$ cat src/rtl/scan_counter.sv
// scan_counter: frame row/col scan generator in four orders; define SCAN_COUNTER_LINEAR_EN to add the linear addr output
module scan_counter #(
  parameter int COLS  = 1024,
  parameter int ROWS  = 1024,
  parameter int COL_W = 10,
  parameter int ROW_W = 10
) (
  input  logic             clk,
  input  logic             reset_n,
  input  logic             clear,
  input  logic             start,
  input  logic [1:0]       mode,
  input  logic             enable,
  output logic             busy,
  output logic [ROW_W-1:0] row,
  output logic [COL_W-1:0] col,
  output logic             last,
  output logic             done
`ifdef SCAN_COUNTER_LINEAR_EN
  ,
  output logic [ROW_W+COL_W-1:0] addr
`endif
);
  typedef enum logic {IDLE, SCAN} state_t;
  localparam logic [ROW_W-1:0] row_max = ROW_W'(ROWS - 1);
  localparam logic [COL_W-1:0] col_max = COL_W'(COLS - 1);
  state_t state, state_d;
  logic [1:0] mode_q;
  logic go, step, row_end, col_end;
  logic [ROW_W-1:0] row_step, row_wrap, row_d;
  logic [COL_W-1:0] col_step, col_wrap, col_d;
  // state register
  always_ff @(posedge clk or negedge reset_n)
    if (!reset_n) state <= IDLE;
    else state <= state_d;
  // next state: clear wins, then start from idle, then consuming the final position ends the scan
  always_comb begin
    go = (state == IDLE) && start && !clear;
    step = (state == SCAN) && enable && !clear;
    state_d = clear ? IDLE : go ? SCAN : (step && last) ? IDLE : state;
  end
  // outputs decoded from state and position
  always_comb begin
    busy = state == SCAN;
    last = busy && row_end && col_end;
  end
  // next position; mode_q[1] reverses direction, mode_q[0] makes rows the fast axis
  always_comb begin
    row_end = mode_q[1] ? (row == '0) : (row == row_max);
    col_end = mode_q[1] ? (col == '0) : (col == col_max);
    row_step = mode_q[1] ? row - 1'b1 : row + 1'b1;
    col_step = mode_q[1] ? col - 1'b1 : col + 1'b1;
    row_wrap = mode_q[1] ? row_max : '0;
    col_wrap = mode_q[1] ? col_max : '0;
    row_d = mode_q[0] ? (row_end ? row_wrap : row_step) : (col_end ? row_step : row);
    col_d = mode_q[0] ? (row_end ? col_step : col) : (col_end ? col_wrap : col_step);
  end
  // position, latched mode and done pulse; the final position is held after the scan ends
  always_ff @(posedge clk or negedge reset_n)
    if (!reset_n) begin
      mode_q <= 2'b00;
      row <= '0;
      col <= '0;
      done <= 1'b0;
    end else begin
      done <= step && last;
      if (clear) begin
        row <= '0;
        col <= '0;
      end else if (go) begin
        mode_q <= mode;
        row <= mode[1] ? row_max : '0;
        col <= mode[1] ? col_max : '0;
      end else if (step && !last) begin
        row <= row_d;
        col <= col_d;
      end
    end
`ifdef SCAN_COUNTER_LINEAR_EN
  localparam int aw = ROW_W + COL_W;
  localparam logic [aw-1:0] addr_max = aw'(ROWS * COLS - 1);
  // linear index in scan order, independent of which axis moves fastest
  always_ff @(posedge clk or negedge reset_n)
    if (!reset_n) addr <= '0;
    else if (clear) addr <= '0;
    else if (go) addr <= mode[1] ? addr_max : '0;
    else if (step && !last) addr <= mode_q[1] ? addr - 1'b1 : addr + 1'b1;
`endif
endmodule

$ cat config.mk
export PLATFORM = sky130hd
export DESIGN_NAME = scan_counter
export DESIGN_NICKNAME = d
export VERILOG_FILES = /design/src/rtl/scan_counter.sv
export SDC_FILE = /design/constraint.sdc
export NUM_CORES = 1
export LEC_CHECK = 0
export CAP_MARGIN = 30
export CORE_MARGIN = 5
export CORE_UTILIZATION = 55
export DETAILED_ROUTE_END_ITERATION = 10
export PLACE_DENSITY_LB_ADDON = 0.05
export SETUP_SLACK_MARGIN = 0.15
export SLEW_MARGIN = 20
export SYNTH_ARGS = -nofsm -noshare
export SYNTH_HDL_FRONTEND = slang
export SYNTH_SLANG_ARGS = --single-unit
$ cat constraint.sdc
create_clock -name clk -period 3.5 [get_ports clk]
set_input_delay 0.35 -clock clk [delete_from_list [all_inputs] [get_ports clk]]
set_output_delay 0.35 -clock clk [all_outputs]
set_load 0.005 [all_outputs]
# Yosys cells after proc, flatten, opt, wreduce, memory -nomap -nowiden
# Cells that the tools add are included.
[totals]
n_memories = 0
latch_bits = 0
reg_bits = 24
output_inout_bits = 23
romBits = 0
ram_bits = 0
[classes]
muxes = 21
mul = 0
n_reduce_logical = 18
add_sub_neg = 4
shifts = 0
n_bitwise = 2
n_eq_ne = 3
order_cmp = 0
div_mod_pow = 0
[op_table]
columns = ["cell", "n"]
rows = [
  ["10-bit two-way mux", 16],
  ["10-bit by 1-bit adder with 10-bit output, second input constant", 2],
  ["10-bit == test, second input constant", 2],
  ["10-bit logical NOT", 2],
  ["10-bit by 1-bit subtractor with 10-bit output, second input constant", 2],
  ["1-bit logical AND", 8],
  ["2-bit AND reduction", 3],
  ["3-bit nonzero test", 2],
  ["1-bit two-way mux", 5],
  ["4-bit by 2-bit inequality test with 1-bit output, second input constant", 1],
  ["4-bit nonzero test", 1],
  ["1-bit logical NOT", 2],
  ["1-bit NOT", 2],
]

# Logic depth before layout (Yosys ltp)
# Gate-level depths: netlist (run 1).
[logic_depth]
ltp_word = 9
depth_mapped = 10
depth_no_buf = 9

# Least setup slack after synthesis (run 1)
# No wires, ideal clock.
[synth_path]
path_kind = "flip-flop to flip-flop"
from = "register mode_q[1]"
to = "register col[9]"
setup_slack_ns = 0.791
period_less_slack_ns = 2.709
path_stages_with_launch = 9
setup_ns = 0.104
arrival_ns = 2.606
path_buffers = 0
cell_sequence = "dfrtp_1 ha_1 a21oi_1 o211ai_1 o41ai_1 mux2_2 o31ai_1 xnor2_1 a221oi_1"
[synth_between]
elab_chain_cells = 7
[synth_rtl]
columns = ["element", "line", "source"]
rows = [
  ["start, declared", "28", "logic [1:0] mode_q;"],
  ["start signal, assigned", "71", "mode_q <= mode;"],
  ["branches (longest 7 deep; another with 10-bit two-way mux)", "-", ""],
  ["end signal, assigned", "73", "col <= mode[1] ? col_max : '0;"],
  ["end signal, assigned", "76", "col <= col_d;"],
  ["end, declared", "16", "output logic [COL_W-1:0] col,"],
]
# Parallel ways; which one is timed is not known. The select of a mux whose other input is x is not followed.
# A chain may end at the register's enable or synchronous reset.

# Worst setup path after layout (run 1)
[layout_path]
from = "register mode_q[1]"
to = "output port last"
[layout_between]
elab_chain_cells = 3
[layout_rtl]
columns = ["element", "line", "source"]
rows = [
  ["1-bit two-way mux", "49", "row_end = mode_q[1] ? (row == '0) : (row == row_max);"],
  ["1-bit logical AND", "45", "last = busy && row_end && col_end;"],
  ["1-bit logical AND (*)", "45", ""],
  ["end, declared", "17", "output logic last,"],
]
# Every way passes the cells marked *; elsewhere a longest branch is shown, timed or not.

==> impl_metrics.py, run 1 <==
metrics = {
    "run_status": {
        "outcome": "finished clean",
    },
    "worst_setup_path": {
        "worstPathRequired_ns": 3.15,
        "critPathTopFamily": "buffers and inverters",
        "worstSetupPathType": "reg -> out",
        "rr_endpoint": "col[9]$_DFFE_PN0P_",
        "regToRegSetupSlack_ns": 0.81,
        "slowest_stage": "clkdlybuf4s50_1",
        "cp_max_fo": 18,
        "crit_buf_inv": 2,
        "crit_arrival_ns": 2.60,
        "slowest_delay_ns": 0.57,
        "path_cells": "buf_4 -> nor4b_1 -> nand3_1 -> a221oi_4 -> clkdlybuf4s50_1",
        "cp-start-kind": "register",
        "reg2reg_depth": 8,
        "end_kind": "output pin",
        "reg2reg_from": "col[1]$_DFFE_PN0P_",
    },
    "logic_synthesis": {
        "synth_fa_ha_area_frac": 0.1145,
        "synthMuxAreaShare": 0.005367,
        "synth_cell_types": 48,
        "ys.flop_type": "dfrtp_1",
        "syn_inst": 257,
        "syn_area_mm2": 0.002098,
        "synth_edf_count": 0,
        "synth_top_family_by_area": "simple AND/OR/NAND/NOR gates",
        "synth_compound_area_frac": 0.2242,
        "synthArstFlopShare": 1.000,
        "synth_simple_gate_area_share": 0.2582,
        "synth-seq-cells": 24,
        "ys_seq_area_frac": 0.2862,
        "synth_fp_nets": 282,
        "yosysWarningCount": 0,
        "synth_xor_area_frac": 0.05844,
        "avgSynthCellArea_um2": 8.164,
    },
    "cells_and_area": {
        "fin_util": 0.6686,
        "num_antenna_cells": 0,
        "drive_gt1_frac": 0.05923,
        "fin_cells": 335,
        "nNetsFinal": 313,
        "final_cell_mix": "34 x nand2_1, 28 x clkdlybuf4s50_1, 24 x dfrtp_1",
        "area_delta_synth_final_pct": 17.53,
        "final_common_cell": "nand2_1",
    },
    "grt": {
        "grt_pass1_wl_um": 9025,
        "grt_max_degree": 25,
        "grt_overflow": 0,
        "grt_usage": 0.2166,
        "antenna_found_initial": 0,
        "grt_pass1_vias": 1850,
    },
    "drt": {
        "top_layer_used": "met4",
        "routed-via-count": 1975,
        "routedLengthMet1_um": 2573,
        "drt_iter0_markers": 154,
        "postRouteAntennaNets": 0,
        "wl_met3_um": 323,
        "routed-wl-met2_um": 2176,
        "drc_errors": 0,
        "routed_via_density": 5.896,
        "wl_per_cell_um": 15.21,
        "drt-total-wl_um": 5096,
        "drtPass1Iterations": 5,
    },
    "sta": {
        "worst_slack_ns": 0.5539,
        "finalSetupViolCount": 0,
        "worstMarginPinSlew_ns": 0.5451,
        "layout_min_cycle_time_ns": 2.946,
        "period_share": 0.8417,
        "fin_skew_ns": 0.001644,
        "tns_ns": 0,
        "drv_slew": 0,
        "fmax_mhz": 339.4,
        "max-slew-margin-rel": 0.6318,
        "hold_viol": 0,
        "rsz0062_at_grt": "no",
    },
    "pwr": {
        "switchingPower_uw": 597.6,
        "power_density_mw_per_mm2": 590.7,
        "pwr-share-clk": 0.128,
        "comb_power_share": 0.569,
        "intPower_uw": 859.0,
        "netSwitchingFraction": 0.4103,
        "power_leakage_nw": 1.095,
        "peakVddDrop_uv": 359.0,
        "seqPwrFrac": 0.303,
    },
    "placement": {
        "hpwlAfterDp_um": 3906,
        "pre_cts_slack_ns": 0.8579,
        "port-buffer-count": 29,
        "gp_congestion": 0.8169,
        "place_inst": 331,
    },
    "job": {
        "drv_cap": 0,
    },
    "clock_tree": {
        "cts_tree": "yes",
        "ctsHoldBuffers": 0,
        "cts_root_buf": "clkbuf_8",
        "post_cts_buffers": 0,
        "cts-buffers-inserted": 3,
        "cts-htree-levels": 1,
        "clk_pin_slew_worst_paths_ns": 0.08,
        "postCtsResizedCells": 0,
        "clock-sinks": 24,
        "clk-insertion-delay-late_ns": 0.27,
        "cts.path.max_buffers": 2,
    },
    "floorplanning": {
        "start_util": 0.5689,
        "rows": 22,
        "io_pins": 30,
        "die_y_um": 71.77,
        "core_mm2": 0.003689,
        "die_w_um": 71.77,
        "die-area_mm2": 0.005150,
    },
    "min_path": {
        "min_path_type": "in -> async",
    },
}
==> cell families (layout without fill, tap and decap cells) <==
logic type / count (synthesis) / after routing
AOI/OAI and AO/OA: 69 / 69
buffers and inverters: 21 / 51
muxes: 1 / 1
DFF: 24 / 24
adders and majority gates: 18 / 18
and+or+nand+nor: 110 / 110
xor gates and xnor gates: 14 / 14
==> worst register-to-register path, cell delays in order, from the launching register on <==
cell	delay, ns
dfrtp_1	0.44
ha_1	0.31
a21oi_1	0.20
o211ai_1	0.15
o41ai_1	0.48
mux2_2	0.39
o31ai_1	0.28
xnor2_1	0.10
a221oi_1	0.23
==> power groups by stage <==
stage | combinational (mW) | sequential [mW] | clock, mW
final | 0.829 | 0.441 | 0.187
after global routing | 0.932 | 0.458 | 0.208
after CTS | 0.831 | 0.441 | 0.196
after detailed placement | 0.825 | 0.445 | 0
after global placement | 0.816 | 0.444 | 0
after floorplan | 0.578 | 0.430 | 0
==> per-layer routing <==
layer,vias to the layer above,global-route usage
met5,-,0
met4,0,0.02088
met3,5,0.04488
met2,59,0.3184
met1,918,0.3356
li1,993,-
==> cell usage after synthesis (4+ instances only) <==
cell | number | share of area
nand2_1 | 34 | 0.061
xnor2_1 | 8 | 0.033
o31ai_1 | 9 | 0.032
o21ai_0 | 11 | 0.026
nor2_1 | 22 | 0.039
ha_1 | 16 | 0.095
dfrtp_1 | 24 | 0.29
and3_1 | 4 | 0.012
a21oi_1 | 17 | 0.041
xor2_1 | 6 | 0.025
a31oi_1 | 4 | 0.012
nor3_1 | 12 | 0.029
nor2b_1 | 4 | 0.012
nand3b_1 | 4 | 0.014
a21o_1 | 5 | 0.018
inv_1 | 15 | 0.027
a211oi_1 | 4 | 0.014
nand3_1 | 11 | 0.026
==> sequential cells by signal, indices dropped and copies added, names as in the netlist <==
register	flops
mode_q	2
busy	1
done	1
row	10
col	10
==> stage by stage <==
| stage | hold slack (ns) | power [mW] | cell area, um^2 |
|---|---|---|---|
| 2_1_floorplan | 0.05441 | 1.008 | 2098 |
| 3_3_place_gp | 0.5498 | 1.260 | 2416 |
| 3_5_place_dp | 0.3760 | 1.270 | 2411 |
| 4_1_cts | 0.07431 | 1.468 | 2466 |
| 5_1_grt | 0.09715 | 1.599 | 2466 |
| 6_report | 0.05619 | 1.457 | 2466 |
==> cell type report <==
cell class	instances	area (um^2)
Clock buffer	4	55.05
Sequential cell	24	600.6
Fill cell	338	1222
Multi-Input combinational cell	212	1386
Timing Repair Buffer	32	307.8
Tap cell	48	60.06
Inverter	15	56.30
==> worst max path at each step <==
| stage | endpoint | cells past startpoint | from |
|---|---|---|---|
| after floorplan | col[9]$_DFFE_PN0P_ | 8 | mode_q[1]$_DFFE_PN0P_ |
| after global placement | col[9]$_DFFE_PN0P_ | 8 | col[1]$_DFFE_PN0P_ |
| after detailed placement | col[9]$_DFFE_PN0P_ | 8 | col[1]$_DFFE_PN0P_ |
| after CTS | last | 5 | mode_q[1]$_DFFE_PN0P_ |
| after global routing | last | 5 | mode_q[1]$_DFFE_PN0P_ |
| final | last | 5 | mode_q[1]$_DFFE_PN0P_ |
No activity file was read; power rests on OpenSTA's default activity.
==> inputs of run 2 (changes only) <==
- clock period: 3.5 -> 2.9 ns (I/O delays scaled with it)
==> run 2 against run 1 <==
Cell count up 0.90%. Clock skew grew 0.0050 ns. Via count grew 1.0%. Die area is the same. Flip-flop and latch count unchanged. Sequential share of layout area is 0.60 points lower. Global-route usage decreased by 1.5 points. Power up 23%.
==> impl_metrics.py, run 2 (same netlist as run 1, synthesis figures left out) <==
metrics = {
    "worst_setup_path": {
        "worstPathRequired_ns": 3.08,
        "reg2reg_depth": 8,
        "slowest_delay_ns": 0.45,
        "cp_max_fo": 6,
        "cp-start-kind": "register",
        "slowest_stage": "dfrtp_2",
        "rr_endpoint": "col[9]$_DFFE_PN0P_",
        "reg2reg_from": "col[1]$_DFFE_PN0P_",
        "end_kind": "register",
        "regToRegSetupSlack_ns": 0.33,
        "crit_arrival_ns": 2.76,
        "path_cells": "ha_1 -> a21oi_1 -> o211ai_1 -> o41ai_2 -> mux2_2 -> o31ai_2 -> xnor2_1 -> a221oi_2",
        "worstSetupPathType": "reg -> reg",
    },
    "grt": {
        "grt_usage": 0.2017,
        "grt_pass1_vias": 1774,
        "grt_max_degree": 25,
        "grt_pass1_wl_um": 8286,
        "antenna_found_initial": 0,
        "grt_overflow": 0,
    },
    "sta": {
        "layout_min_cycle_time_ns": 2.574,
        "timing.hold.ws_ns": 0.3735,
        "fin_skew_ns": 0.006660,
        "hold_viol": 0,
        "max-slew-margin-rel": 0.6189,
        "finalSetupViolCount": 0,
        "worstMarginPinSlew_ns": 0.5678,
        "fmax_mhz": 388.5,
        "tns_ns": 0,
        "drv_slew": 0,
        "rsz0062_at_grt": "no",
        "period_share": 0.8875,
    },
    "clock_tree": {
        "ctsHoldBuffers": 0,
        "clk_pin_slew_worst_paths_ns": 0.09,
        "cts.path.max_buffers": 2,
        "clock-sinks": 24,
        "cts-htree-levels": 1,
        "cts_root_buf": "clkbuf_8",
        "cts_tree": "yes",
        "clk-insertion-delay-late_ns": 0.27,
        "cts-buffers-inserted": 3,
    },
    "cells_and_area": {
        "drive_gt1_frac": 0.09655,
        "reg_top3": "col x10, row x10, mode_q x2",
        "area_delta_synth_final_pct": 20.99,
        "num_antenna_cells": 0,
        "final_cell_mix": "34 x nand2_1, 28 x clkdlybuf4s50_1, 22 x nor2_1, 22 x dfrtp_1, 17 x a21oi_1",
        "nNetsFinal": 317,
        "final_common_cell": "nand2_1",
    },
    "drt": {
        "postRouteAntennaNets": 0,
        "routed_via_density": 5.902,
        "wl_per_cell_um": 15.70,
        "drt_iter0_markers": 109,
        "drtPass1Iterations": 4,
        "drc_errors": 0,
        "routed-via-count": 1995,
        "drt-total-wl_um": 5307,
    },
    "floorplanning": {
        "die-area_mm2": 0.005150,
        "die_y_um": 71.77,
        "start_util": 0.5689,
        "rows": 22,
        "core_mm2": 0.003689,
        "die_w_um": 71.77,
        "io_pins": 30,
    },
    "placement": {
        "gp_congestion": 0.8351,
        "hpwlAfterDp_um": 3933,
        "port-buffer-count": 29,
    },
    "min_path": {
        "min_path_type": "in -> async",
    },
    "pwr": {
        "power_leakage_nw": 1.140,
        "power_density_mw_per_mm2": 703.6,
        "peakVddDrop_uv": 333.1,
    },
    "run_status": {
        "outcome": "finished clean",
    },
    "job": {
        "drv_cap": 0,
    },
}
## run 2: changes by cell type in the layout (fill, tap and decap cells not counted), sizes merged
cell	change
dlymetal6s2s	+1
buf	+3
clkbuf	-1
## run 2: worst max-delay path, delay by kind of cell, from the launching register on
kind	cells	cell delay, ns
adders and majority gates	1	0.31
xor gates and xnor gates	1	0.10
muxes	1	0.39
DFF	1	0.45
AOI/OAI and AO/OA	5	1.23
## run 2: metrics by stage
| stage | std cells | util | worst slack [ns] | power, mW | cell area (um^2) |
|---|---|---|---|---|---|
| 2_1_floorplan | 257 | - | 0.1907 | 1.217 | 2098 |
| 3_3_place_gp | 333 | 0.6591 | 0.2529 | 1.521 | 2431 |
| 3_5_place_dp | 333 | 0.6591 | 0.2140 | 1.535 | 2431 |
| 4_1_cts | 337 | 0.6754 | 0.1522 | 1.748 | 2491 |
| 5_1_grt | 338 | 0.6883 | 0.1859 | 1.929 | 2539 |
| 6_report | 338 | 0.6883 | 0.3262 | 1.786 | 2539 |
## run 2: area by class of cell
cell class	instances	area [um^2]
timing repair buffer	36	349.1
multi-input combinational	212	1429
sequential	24	603.1
clock buffer	3	41.29
inverter	15	56.30
fill	322	1150
tap	48	60.06
## run 2: layer usage
layer  global-route usage  share of wire  up-vias  routed length, um
li1                     -              -     1003                  -
met1               0.3056           0.51      947               2718
met2               0.3071           0.43       41               2289
met3              0.02244          0.047        4                252
met4              0.04384         0.0087        0                 46
met5                    0              0        -                  0
## run 2: how the worst max path moves through the flow
stage                                      from                  to  slack [ns]  cells after the start
final                        col[1]$_DFFE_PN0P_  col[9]$_DFFE_PN0P_        0.33                      8
after global routing         col[1]$_DFFE_PN0P_  col[9]$_DFFE_PN0P_        0.19                      8
after CTS                 mode_q[1]$_DFFE_PN0P_                last        0.15                      5
after detailed placement     col[1]$_DFFE_PN0P_  col[9]$_DFFE_PN0P_        0.21                      8
after global placement       col[1]$_DFFE_PN0P_  col[9]$_DFFE_PN0P_        0.25                      8
after floorplan           mode_q[1]$_DFFE_PN0P_  col[9]$_DFFE_PN0P_        0.19                      8
## run 2: power breakdown
group	leakage (nW)	switching, mW	internal, mW
combinational	0.814	0.510	0.529
clock	0.0216	0.116	0.0933
sequential	0.305	0.126	0.412
total	1.14	0.752	1.03
## run 2: timing repair
item	CTS	global route
endpoints found under the setup margin	1	2
pin swaps	2	1
buffers inserted	1	1
resized for setup	2	9
==> inputs of run 3 (changes only) <==
- TNS_END_PERCENT: not set -> 20
==> run 3 against run 2 <==
Flip-flop and latch count unchanged. Non-clock buffer count unchanged. Global-route usage unchanged. Sequential power about the same. Wire length decreased by 0.36%. Cell count unchanged. Sequential share of layout area about the same. Via count increased by 0.15%. Power decreased by 0.12%. First-iteration DRC count unchanged. Register-to-register slack about the same. Hold slack got worse by 0.00094 ns. Critical endpoint is now last.
==> impl_metrics.py, run 3 (same netlist as run 1, synthesis figures left out) <==
metrics = {
    "run_status": {
        "outcome": "finished clean",
    },
    "grt": {
        "grt_usage": 0.2017,
        "grt_max_degree": 25,
        "grt_overflow": 0,
        "grt_pass1_vias": 1774,
        "antenna_found_initial": 0,
        "grt_pass1_wl_um": 8286,
    },
    "sta": {
        "finalSetupViolCount": 0,
        "fmax_mhz": 367.1,
        "layout_min_cycle_time_ns": 2.724,
        "period_share": 0.9393,
        "hold_viol": 0,
        "worstMarginPinSlew_ns": 0.5554,
        "drv_slew": 0,
        "tns_ns": 0,
        "max-slew-margin-rel": 0.6273,
        "fin_skew_ns": 0.007121,
        "rsz0062_at_grt": "yes",
    },
    "drt": {
        "routed-via-count": 1998,
        "routed-wl-met2_um": 2275,
        "drtPass1Iterations": 4,
        "drc_errors": 0,
        "wl_met3_um": 281,
        "routed_via_density": 5.911,
        "postRouteAntennaNets": 0,
        "drt-total-wl_um": 5288,
        "drt_iter0_markers": 109,
        "wl_per_cell_um": 15.64,
        "routedLengthMet1_um": 2685,
        "top_layer_used": "met4",
    },
    "clock_tree": {
        "cts-buffers-inserted": 3,
        "clk_pin_slew_worst_paths_ns": 0.09,
        "ctsHoldBuffers": 0,
        "clock-sinks": 24,
        "cts_tree": "yes",
        "cts_root_buf": "clkbuf_8",
        "cts.path.max_buffers": 2,
        "clk-insertion-delay-late_ns": 0.27,
        "cts-htree-levels": 1,
    },
    "cells_and_area": {
        "num_antenna_cells": 0,
        "nNetsFinal": 317,
        "final_cell_mix": "34 x nand2_1, 29 x clkdlybuf4s50_1, 23 x dfrtp_1",
        "multi_input_area_mm2": 0.001429,
        "reg_top3": "col x10, row x10, mode_q x2",
        "area_delta_synth_final_pct": 20.81,
        "final_common_cell": "nand2_1",
        "nFillCells": 324,
        "drive_gt1_frac": 0.09310,
        "regArea_um2": 601.8,
    },
    "pwr": {
        "totalPowerFinal_mw": 1.784,
        "power_density_mw_per_mm2": 703.7,
        "power_leakage_nw": 1.122,
        "peakVddDrop_uv": 330.1,
    },
    "floorplanning": {
        "start_util": 0.5689,
        "core_mm2": 0.003689,
        "die-area_mm2": 0.005150,
        "rows": 22,
        "io_pins": 30,
        "die_y_um": 71.77,
        "die_w_um": 71.77,
    },
    "worst_setup_path": {
        "crit_arrival_ns": 2.43,
        "worstSetupPathType": "reg -> out",
        "crit_buf_inv": 2,
        "slowest_delay_ns": 0.55,
        "end_kind": "output pin",
        "worstPathRequired_ns": 2.61,
        "cp-start-kind": "register",
        "cp_max_fo": 18,
        "critPathTopFamily": "buffers and inverters",
        "slowest_stage": "clkdlybuf4s50_1",
        "path_cells": "buf_6 -> nand4b_1 -> or3_4 -> a221oi_4 -> clkdlybuf4s50_1",
    },
    "placement": {
        "gp_congestion": 0.8351,
        "hpwlAfterDp_um": 3933,
        "port-buffer-count": 29,
    },
    "job": {
        "drv_cap": 0,
    },
    "min_path": {
        "min_path_type": "in -> async",
    },
}
[run 3: cell count changes in the layout (fill, tap and decap cells not counted)]
cell and change:
dlymetal6s2s_1 -1, dfrtp_2 -1, clkdlybuf4s50_1 +1, dfrtp_1 +1
[run 3: per-layer routing]
metal  global-route usage  vias to the layer above
li1                     -                     1003
met1               0.3056                      947
met2               0.3071                       44
met3              0.02244                        4
met4              0.04384                        0
met5                    0                        -
[run 3: path summary, 6_finish.rpt]
check                                        endpoint                  start  slack (ns)  depth (start not counted)
worst max-delay path                             last  mode_q[1]$_DFFE_PN0P_        0.18                          5
worst min-delay path               row[9]$_DFFE_PN0P_                reset_n        0.37                          2
worst max register to register     col[9]$_DFFE_PN0P_     col[1]$_DFFE_PN0P_        0.33                          8
worst min register to register     col[1]$_DFFE_PN0P_     col[1]$_DFFE_PN0P_        0.58                          2
max in group asynchronous          col[1]$_DFFE_PN0P_                reset_n        2.26                          2
min in group clk                mode_q[0]$_DFFE_PN0P_                mode[0]        0.56                          3
[run 3: per-stage QoR]
step	utilization	hold slack (ns)	area [um^2]	setup slack, ns	std cells
after global placement	0.6591	0.5443	2431	0.2529	333
final	0.6872	0.3726	2535	0.1760	338
after detailed placement	0.6591	0.5579	2431	0.2140	333
after CTS	0.6754	0.3921	2491	0.1522	337
after global routing	0.6872	0.3977	2535	0.09548	338
after floorplan	-	-0.005591	2098	0.1907	257
[run 3: final cells by class]
type,instances,share of cell area
Clock buffer,3,0.01629
Inverter,15,0.02221
Multi-Input combinational cell,212,0.5637
Sequential cell,24,0.2374
Tap cell,48,0.02369
Timing Repair Buffer,36,0.1367
[run 3: where the power goes]
group          total [mW]  internal (mW)  switching, mW  leakage [nW]
registers           0.537          0.411          0.125         0.306
logic                1.04          0.529          0.509         0.795
clock network       0.210         0.0933          0.116        0.0216
total                1.78           1.03          0.751          1.12
[run 3: what timing repair did]
action | 4_1_cts | 5_1_grt
pin swaps | 2 | 1
cloned | 0 | 0
gates resized for setup | 2 | 7
setup buffers | 1 | 1
setup endpoints to repair | 1 | 2
